## config.mk

```make
export PLATFORM = sky130hd
export DESIGN_NAME = osd_spi_host_flat
export DESIGN_NICKNAME = d
export VERILOG_FILES = /design/src/rtl/osd_spi_host_pkg.sv /design/src/rtl/osd_spi_host_if.sv /design/src/rtl/osd_spi_shifter.sv /design/src/rtl/osd_spi_host.sv /design/src/flat_wrapper.sv
export SDC_FILE = /design/constraint.sdc
export NUM_CORES = 1
export LEC_CHECK = 0
export ABC_AREA = 1
export BUFFER_PORTS_ARGS = -buffer_cell sky130_fd_sc_hd__buf_2
export CAP_MARGIN = 20
export CORE_UTILIZATION = 55
export DETAILED_ROUTE_END_ITERATION = 6
export PLACE_DENSITY_LB_ADDON = 0.25
export SLEW_MARGIN = 20
export SYNTH_ARGS = -nofsm -noshare
export SYNTH_HDL_FRONTEND = slang
export SYNTH_SLANG_ARGS = --single-unit
```

## constraint.sdc

```tcl
create_clock -name pclk -period 3.3 [get_ports pclk]
set_input_delay 0.33 -clock pclk [delete_from_list [all_inputs] [get_ports pclk]]
set_output_delay 0.33 -clock pclk [all_outputs]
set_load 0.005 [all_outputs]
```

## src/rtl/osd_spi_host_pkg.sv

```systemverilog
// Shared OSD command constants and the host FSM state encoding.
package osd_spi_host_pkg;

    localparam logic [7:0] OSD_CMD_ACK      = 8'h00;
    localparam logic [7:0] OSD_CMD_DATA_IN  = 8'h10;
    localparam logic [7:0] OSD_CMD_CONF_STR = 8'h14;
    localparam logic [7:0] OSD_CMD_STATUS   = 8'h15;
    localparam logic [7:0] OSD_CMD_WRITE    = 8'h20;
    localparam logic [7:0] OSD_CMD_DISABLE  = 8'h40;
    localparam logic [7:0] OSD_CMD_ENABLE   = 8'h41;
    localparam logic [7:0] OSD_CMD_CONFIG   = 8'h60;
    localparam logic [7:0] OSD_CMD_PUMP     = 8'h61;
    localparam logic [7:0] OSD_CMD_PUMP_END = 8'h62;
    localparam logic [7:0] OSD_ACK_BYTE     = 8'h4B;

    typedef enum logic [2:0] {
        ST_IDLE,
        ST_SETUP,
        ST_CMD,
        ST_FETCH,
        ST_DATA,
        ST_END,
        ST_GAP_HI
    } osd_state_t;

endpackage

```

## src/rtl/osd_spi_host_if.sv

```systemverilog
// Command, payload and status signals between a soft controller and osd_spi_host.
interface osd_spi_host_if #(
    parameter int LEN_W = 12
) ();
    import osd_spi_host_pkg::*;

    logic             cmd_valid;
    logic             cmd_ready;
    logic [7:0]       cmd_byte;
    logic [LEN_W-1:0] cmd_len;
    logic             cmd_rd;
    logic             tx_valid;
    logic             tx_ready;
    logic [7:0]       tx_data;
    logic             rx_valid;
    logic [7:0]       rx_data;
    logic             busy;
    logic             done;

    modport master (
        output cmd_valid, cmd_byte, cmd_len, cmd_rd, tx_valid, tx_data,
        input  cmd_ready, tx_ready, rx_valid, rx_data, busy, done
    );

    modport slave (
        input  cmd_valid, cmd_byte, cmd_len, cmd_rd, tx_valid, tx_data,
        output cmd_ready, tx_ready, rx_valid, rx_data, busy, done
    );

endinterface

```

## src/rtl/osd_spi_shifter.sv

```systemverilog
// SCK half-period divider plus mode-0 byte shifter: drive on falling edge, sample on rising edge.
module osd_spi_shifter #(
    parameter int CLK_DIV = 4
) (
    input  logic       pclk,
    input  logic       reset,
    input  logic       run,
    input  logic       restart,
    input  logic       shift_en,
    input  logic       load,
    input  logic [7:0] load_byte,
    input  logic       sdi,
    output logic       tick,
    output logic       last_rise,
    output logic       last_fall,
    output logic [7:0] rx_byte,
    output logic       sck,
    output logic       sdo
);

    localparam int               DIV_W    = (CLK_DIV > 1) ? $clog2(CLK_DIV) : 1;
    localparam logic [DIV_W-1:0] DIV_LOAD = DIV_W'(CLK_DIV - 1);

    logic [DIV_W-1:0] div;
    logic [7:0]       tx_sh;
    logic [7:0]       rx_sh;
    logic [2:0]       bit_cnt;
    logic             rise;
    logic             fall;

    assign tick      = run && (div == '0);
    assign rise      = shift_en && tick && !sck;
    assign fall      = shift_en && tick && sck;
    assign last_rise = rise && (bit_cnt == 3'd7);
    assign last_fall = fall && (bit_cnt == 3'd7);
    assign rx_byte   = {rx_sh[6:0], sdi};
    assign sdo       = tx_sh[7];

    // Restart realigns the half-period so a byte loaded after a stall gets full setup time.
    always_ff @(posedge pclk or posedge reset) begin
        if (reset)
            div <= DIV_LOAD;
        else if (!run || restart || (div == '0))
            div <= DIV_LOAD;
        else
            div <= div - DIV_W'(1);
    end

    always_ff @(posedge pclk or posedge reset) begin
        if (reset) begin
            sck     <= 1'b0;
            tx_sh   <= 8'h00;
            rx_sh   <= 8'h00;
            bit_cnt <= 3'd0;
        end else begin
            if (rise) begin
                sck   <= 1'b1;
                rx_sh <= {rx_sh[6:0], sdi};
            end
            if (fall) begin
                sck     <= 1'b0;
                tx_sh   <= {tx_sh[6:0], 1'b0};
                bit_cnt <= bit_cnt + 3'd1;
            end
            if (load) begin
                tx_sh   <= load_byte;
                bit_cnt <= 3'd0;
            end
        end
    end

endmodule

```

## src/rtl/osd_spi_host.sv

```systemverilog
// SPI mode-0 master for the OSD command channel: command byte, then cmd_len payload bytes.
module osd_spi_host
    import osd_spi_host_pkg::*;
#(
    parameter int CLK_DIV = 4,
    parameter int LEN_W   = 12,
    parameter int SS_GAP  = 2
) (
    input  logic           pclk,
    input  logic           reset,
    osd_spi_host_if.slave  bus,
    output logic           sck,
    output logic           ss,
    output logic           sdo,
    input  logic           sdi
);

    localparam int               GAP_W    = (SS_GAP > 1) ? $clog2(SS_GAP) : 1;
    localparam logic [GAP_W-1:0] GAP_LAST = GAP_W'(SS_GAP - 1);

    osd_state_t       state, state_nxt;
    logic             rdy_en;
    logic             rd_q;
    logic [LEN_W-1:0] rem;
    logic [GAP_W-1:0] gap_cnt;
    logic             cmd_ready;
    logic             ld, rst_div, take, dec, start, end_xfer;
    logic [7:0]       ld_byte;
    logic             tick, last_rise, last_fall;
    logic [7:0]       rx_byte;
    logic             done_q, rx_valid_q;
    logic [7:0]       rx_data_q;

    assign cmd_ready     = rdy_en && (state == ST_IDLE);
    assign bus.cmd_ready = cmd_ready;
    assign bus.busy      = (state != ST_IDLE);
    assign bus.tx_ready  = take;
    assign bus.done      = done_q;
    assign bus.rx_valid  = rx_valid_q;
    assign bus.rx_data   = rx_data_q;

    osd_spi_shifter #(.CLK_DIV(CLK_DIV)) u_shifter (
        .pclk      (pclk),
        .reset     (reset),
        .run       (state != ST_IDLE),
        .restart   (rst_div),
        .shift_en  ((state == ST_CMD) || (state == ST_DATA)),
        .load      (ld),
        .load_byte (ld_byte),
        .sdi       (sdi),
        .tick      (tick),
        .last_rise (last_rise),
        .last_fall (last_fall),
        .rx_byte   (rx_byte),
        .sck       (sck),
        .sdo       (sdo)
    );

    always_comb begin
        state_nxt = state;
        ld        = 1'b0;
        ld_byte   = 8'h00;
        rst_div   = 1'b0;
        take      = 1'b0;
        dec       = 1'b0;
        start     = 1'b0;
        end_xfer  = 1'b0;
        case (state)
            ST_IDLE: begin
                if (bus.cmd_valid && cmd_ready) begin
                    state_nxt = ST_SETUP;
                    start     = 1'b1;
                    ld        = 1'b1;
                    ld_byte   = bus.cmd_byte;
                end
            end
            ST_SETUP: begin
                if (tick)
                    state_nxt = ST_CMD;
            end
            // Loading at the last falling edge keeps back-to-back bytes free of extra half-periods.
            ST_CMD, ST_DATA: begin
                if (last_fall) begin
                    if (rem == '0) begin
                        state_nxt = ST_END;
                    end else if (rd_q || bus.tx_valid) begin
                        state_nxt = ST_DATA;
                        ld        = 1'b1;
                        dec       = 1'b1;
                        take      = !rd_q;
                        ld_byte   = rd_q ? 8'h00 : bus.tx_data;
                    end else begin
                        state_nxt = ST_FETCH;
                    end
                end
            end
            ST_FETCH: begin
                if (rd_q || bus.tx_valid) begin
                    state_nxt = ST_DATA;
                    ld        = 1'b1;
                    dec       = 1'b1;
                    rst_div   = 1'b1;
                    take      = !rd_q;
                    ld_byte   = rd_q ? 8'h00 : bus.tx_data;
                end
            end
            ST_END: begin
                if (tick) begin
                    state_nxt = ST_GAP_HI;
                    end_xfer  = 1'b1;
                end
            end
            ST_GAP_HI: begin
                if (tick && (gap_cnt == GAP_LAST))
                    state_nxt = ST_IDLE;
            end
            default: state_nxt = ST_IDLE;
        endcase
    end

    always_ff @(posedge pclk or posedge reset) begin
        if (reset) begin
            state      <= ST_IDLE;
            rdy_en     <= 1'b0;
            ss         <= 1'b1;
            done_q     <= 1'b0;
            rx_valid_q <= 1'b0;
            rx_data_q  <= 8'h00;
            rd_q       <= 1'b0;
            rem        <= '0;
            gap_cnt    <= '0;
        end else begin
            state      <= state_nxt;
            rdy_en     <= 1'b1;
            done_q     <= end_xfer;
            rx_valid_q <= (state == ST_DATA) && last_rise;
            if ((state == ST_DATA) && last_rise)
                rx_data_q <= rx_byte;
            if (start) begin
                ss   <= 1'b0;
                rd_q <= bus.cmd_rd;
                rem  <= bus.cmd_len;
            end else if (end_xfer) begin
                ss <= 1'b1;
            end
            if (dec)
                rem <= rem - LEN_W'(1);
            if (state != ST_GAP_HI)
                gap_cnt <= '0;
            else if (tick)
                gap_cnt <= gap_cnt + GAP_W'(1);
        end
    end

endmodule

```

## src/flat_wrapper.sv

```systemverilog
// flat-port wrapper written by rule: the top's interface ports become plain ports
module osd_spi_host_flat import osd_spi_host_pkg::*;
#(
    parameter int CLK_DIV = 4,
    parameter int LEN_W   = 12,
    parameter int SS_GAP  = 2
)
  (pclk, reset, sck, ss, sdo, sdi, bus_cmd_valid, bus_cmd_byte, bus_cmd_len, bus_cmd_rd, bus_tx_valid, bus_tx_data, bus_cmd_ready, bus_tx_ready, bus_rx_valid, bus_rx_data, bus_busy, bus_done);
  osd_spi_host_if #(.LEN_W(LEN_W)) bus_i ();
  input  logic pclk;
  input  logic reset;
  output logic sck;
  output logic ss;
  output logic sdo;
  input  logic sdi;
  input wire logic [$bits(bus_i.cmd_valid)-1:0] bus_cmd_valid;
  input wire logic [$bits(bus_i.cmd_byte)-1:0] bus_cmd_byte;
  input wire logic [$bits(bus_i.cmd_len)-1:0] bus_cmd_len;
  input wire logic [$bits(bus_i.cmd_rd)-1:0] bus_cmd_rd;
  input wire logic [$bits(bus_i.tx_valid)-1:0] bus_tx_valid;
  input wire logic [$bits(bus_i.tx_data)-1:0] bus_tx_data;
  output wire logic [$bits(bus_i.cmd_ready)-1:0] bus_cmd_ready;
  output wire logic [$bits(bus_i.tx_ready)-1:0] bus_tx_ready;
  output wire logic [$bits(bus_i.rx_valid)-1:0] bus_rx_valid;
  output wire logic [$bits(bus_i.rx_data)-1:0] bus_rx_data;
  output wire logic [$bits(bus_i.busy)-1:0] bus_busy;
  output wire logic [$bits(bus_i.done)-1:0] bus_done;
  assign bus_i.cmd_valid = bus_cmd_valid;
  assign bus_i.cmd_byte = bus_cmd_byte;
  assign bus_i.cmd_len = bus_cmd_len;
  assign bus_i.cmd_rd = bus_cmd_rd;
  assign bus_i.tx_valid = bus_tx_valid;
  assign bus_i.tx_data = bus_tx_data;
  assign bus_cmd_ready = bus_i.cmd_ready;
  assign bus_tx_ready = bus_i.tx_ready;
  assign bus_rx_valid = bus_i.rx_valid;
  assign bus_rx_data = bus_i.rx_data;
  assign bus_busy = bus_i.busy;
  assign bus_done = bus_i.done;
  osd_spi_host #(.CLK_DIV(CLK_DIV), .LEN_W(LEN_W), .SS_GAP(SS_GAP)) u_core (.pclk(pclk), .reset(reset), .bus(bus_i), .sck(sck), .ss(ss), .sdo(sdo), .sdi(sdi));
endmodule
```

==> flow_summary.toml <==
[clocking]
post_cts_buffers = 0
cts_tree = "built"
cts_root_buf = "clkbuf_8"
post_cts_resized = 0
cts_buffer_depth = 2
cts_buffers = 5
insertion_delay_ps = 310
cts.sinks = 50
ctsHoldBuffers = 0
cts_max_level = 2
path_clk_slew_ps = 100

[synth]
synth_cell_types = 34
synth.avg_cell_area_um2 = 7.406
synth.net_count = 423
syn_inst = 385
synth_xor_area_share_pct = 3.072
synthFlopType = "dfrtp_1"
async_reset_ff_share_pct = 100.0
synth_common_cells = "nand2_1 (118), inv_1 (58), dfrtp_1 (47)"
syn_area_um2 = 2851
seq_area_frac_synth_pct = 44.01
synth_top_area_share_pct = 41.25
synth-simple-area-share_pct = 30.41
yosysWarnings = 0
synth_edf_count = 0
yosys.area_share.adder_pct = 1.755
synthTopCellsByArea = "dfrtp_1 (41%), nand2_1 (16%), inv_1 (7.6%)"
muxShareOfSynthArea_pct = 0
synth-compound-area-share_pct = 9.917
netlist.top_cell.by_area = "dfrtp_1"
ys_ff_latch = 50
synth_top_family_by_area = "simple AND/OR/NAND/NOR gates"
synth_most_common_cell = "nand2_1"

[sta]
finClkSkew_ps = 10.35
timing.final.crit_share_pct = 74.14
hold_viol_final = 0
min_period_ps = 2447
fin_tns_setup_ps = 0
maxSlewViolCount = 0
fmax_mhz = 408.7
relSlewSlack_pct = 44.06
setup_viol = 0
rsz0062_at_grt = "false"
fin_ws_ps = 853.4
worst_pin_slew_ps = 838.1

[power]
ir_drop_uv = 394.9
cellPowerDensity_nw_per_um2 = 713.0
leakage_nw = 1.766

[die]
core_um2 = 4848
num_rows = 25
initial_core_util_pct = 58.81
ios = 50
die_y_um = 74.01
die-width_um = 74.01
die_area_um2 = 5477

[global_route]
grt_overflow = 0
grt_pass1_vias = 2331
grt_usage_pct = 24.49
grt_max_degree = 51
grt_pass1_wl_mm = 10.20
antenna_found_initial = 0

[cells_and_area]
insertedDiodeCount = 0
fillerInstances = 432
nets = 470
drive_gt1_share_pct = 18.48
area_growth_pct = 12.72

[worst_setup_path]
cp-start-kind = "flop"
worstSetupPathType = "reg -> reg"
worstPathArrival_ps = 2650
end_kind = "flop"
path_max_fanout = 20
critPathRequiredTime_ps = 3510

[route]
wirelength_mm = 5.865
dr.pass1.iters = 5
dr_total_vias = 2490
drc_errors = 0
ant_nets = 0
drt_iter0_markers = 272
wl_per_cell_um = 11.73
drt-vias-per-instance = 4.980

[placement]
portBuffers = 49
gp_congestion = 0.8673
dp_hpwl_mm = 4.219
pre_cts_ws_ps = 867.3

[run]
max-cap-violations = 0

[hold_path]
min_path_type = "in -> async"

[status]
outcome = "complete, no violations"
worst max-delay path: stages, from the launching register on:
cell and delay, ps:
dfrtp_1 380, inv_1 100, ha_1 220, nand2_1 100, nor2_1 110, buf_4 180, a21oi_1 130, nand2_4 100
nand2_2 220, nor2_1 420, buf_4 230, nand2_1 50, nand2_1 60, nand2_1 40
power by group:
| group | leakage, nW | internal, W | switching [W] |
|---|---|---|---|
| Combinational | 1.09 | 0.000337 | 0.000601 |
| Sequential | 0.628 | 0.000828 | 0.000141 |
| Clock | 0.0502 | 0.000158 | 0.000228 |
| Total | 1.77 | 0.00132 | 0.000969 |
path summary, 6_finish.rpt:
| path | cells past startpoint | to | startpoint | slack, ps |
|---|---|---|---|---|
| min in group pclk | 3 | u_core.bus.rx_data[0]$_DFFE_PP0P_ | sdi | 230 |
| hold / removal | 2 | u_core.bus.rx_data[3]$_DFFE_PP0P_ | reset | 140 |
| setup / recovery | 13 | u_core.u_shifter.tx_sh[6]$_DFFE_PP0P_ | u_core.rem[0]$_DFFE_PP0P_ | 850 |
| setup reg to reg | 13 | u_core.u_shifter.tx_sh[6]$_DFFE_PP0P_ | u_core.rem[0]$_DFFE_PP0P_ | 850 |
| max in group asynchronous | 2 | u_core.u_shifter.tx_sh[0]$_DFFE_PP0P_ | reset | 2640 |
| hold reg to reg | 2 | u_core.bus.rx_data[1]$_DFFE_PP0P_ | u_core.bus.rx_data[1]$_DFFE_PP0P_ | 490 |
state kept, by name, summed over array words and instances (netlist names):
| name | cells |
|---|---|
| u_core.gap_cnt | 1 |
| u_core.ss | 1 |
| u_core.u_shifter.sck | 1 |
| u_core.bus.done | 1 |
| u_core.rdy_en | 1 |
| u_core.u_shifter.tx_sh | 8 |
| u_core.rd_q | 1 |
| u_core.bus.rx_data | 8 |
| u_core.bus.rx_valid | 1 |
| u_core.rem | 12 |
| u_core.state | 3 |
| u_core.u_shifter.bit_cnt | 3 |
| u_core.u_shifter.rx_sh | 7 |
| u_core.u_shifter.div | 2 |
final cells by class:
cell class	instances	area (um^2)	share of cell area [%]
clock inverter	3	28.78	0.8953
inverter	60	226.5	7.046
clock buffer	5	68.82	2.141
sequential	50	1255	39.04
multi-input combinational	264	1291	40.17
tap	67	83.83	2.608
timing repair buffer	51	260.3	8.097
stage by stage:
step	hold WS [ps]	std cells	cell area [um^2]	utilization [%]	total power, W
2_1_floorplan	439.6	385	2851	-	0.001697
3_3_place_gp	460.0	492	3115	64.26	0.001880
3_5_place_dp	465.0	492	3115	64.26	0.001906
4_1_cts	222.0	500	3213	66.27	0.002297
5_1_grt	225.7	500	3214	66.30	0.002508
6_report	141.6	500	3214	66.30	0.002292
kinds of logic (layout without fill, tap and decap cells):
| kind of cell | count (synthesis) | count (layout) |
|---|---|---|
| simple gates | 195 | 195 |
| xor+xnor | 10 | 10 |
| buf+inv | 71 | 119 |
| compound gates | 54 | 54 |
| other cells | 1 | 1 |
| flops | 50 | 50 |
| fa+ha+maj | 4 | 4 |
metal layers:
metal	GRT usage, %	share of wire (%)
met5	0	0
met2	41.21	47
met1	32.83	47
met3	4.472	4.8
met4	6.197	1.1
layout by cell type (no fill, tap or decap), drive strengths merged:
cell type and count:
dfrtp 47, or2 1, nor2 37, buf 51, conb 1, xor2 8
a21oi 13, a22oi 1, ha 4, nor3 1, nand2 124, clkbuf 5
a21boi 1, xnor2 2, nand3 28, o21ai 38, clkinv 3, inv 60
dfstp 3, nor4 1, nand4 3, o2111ai 1
(Power assumes the default switching activity.)
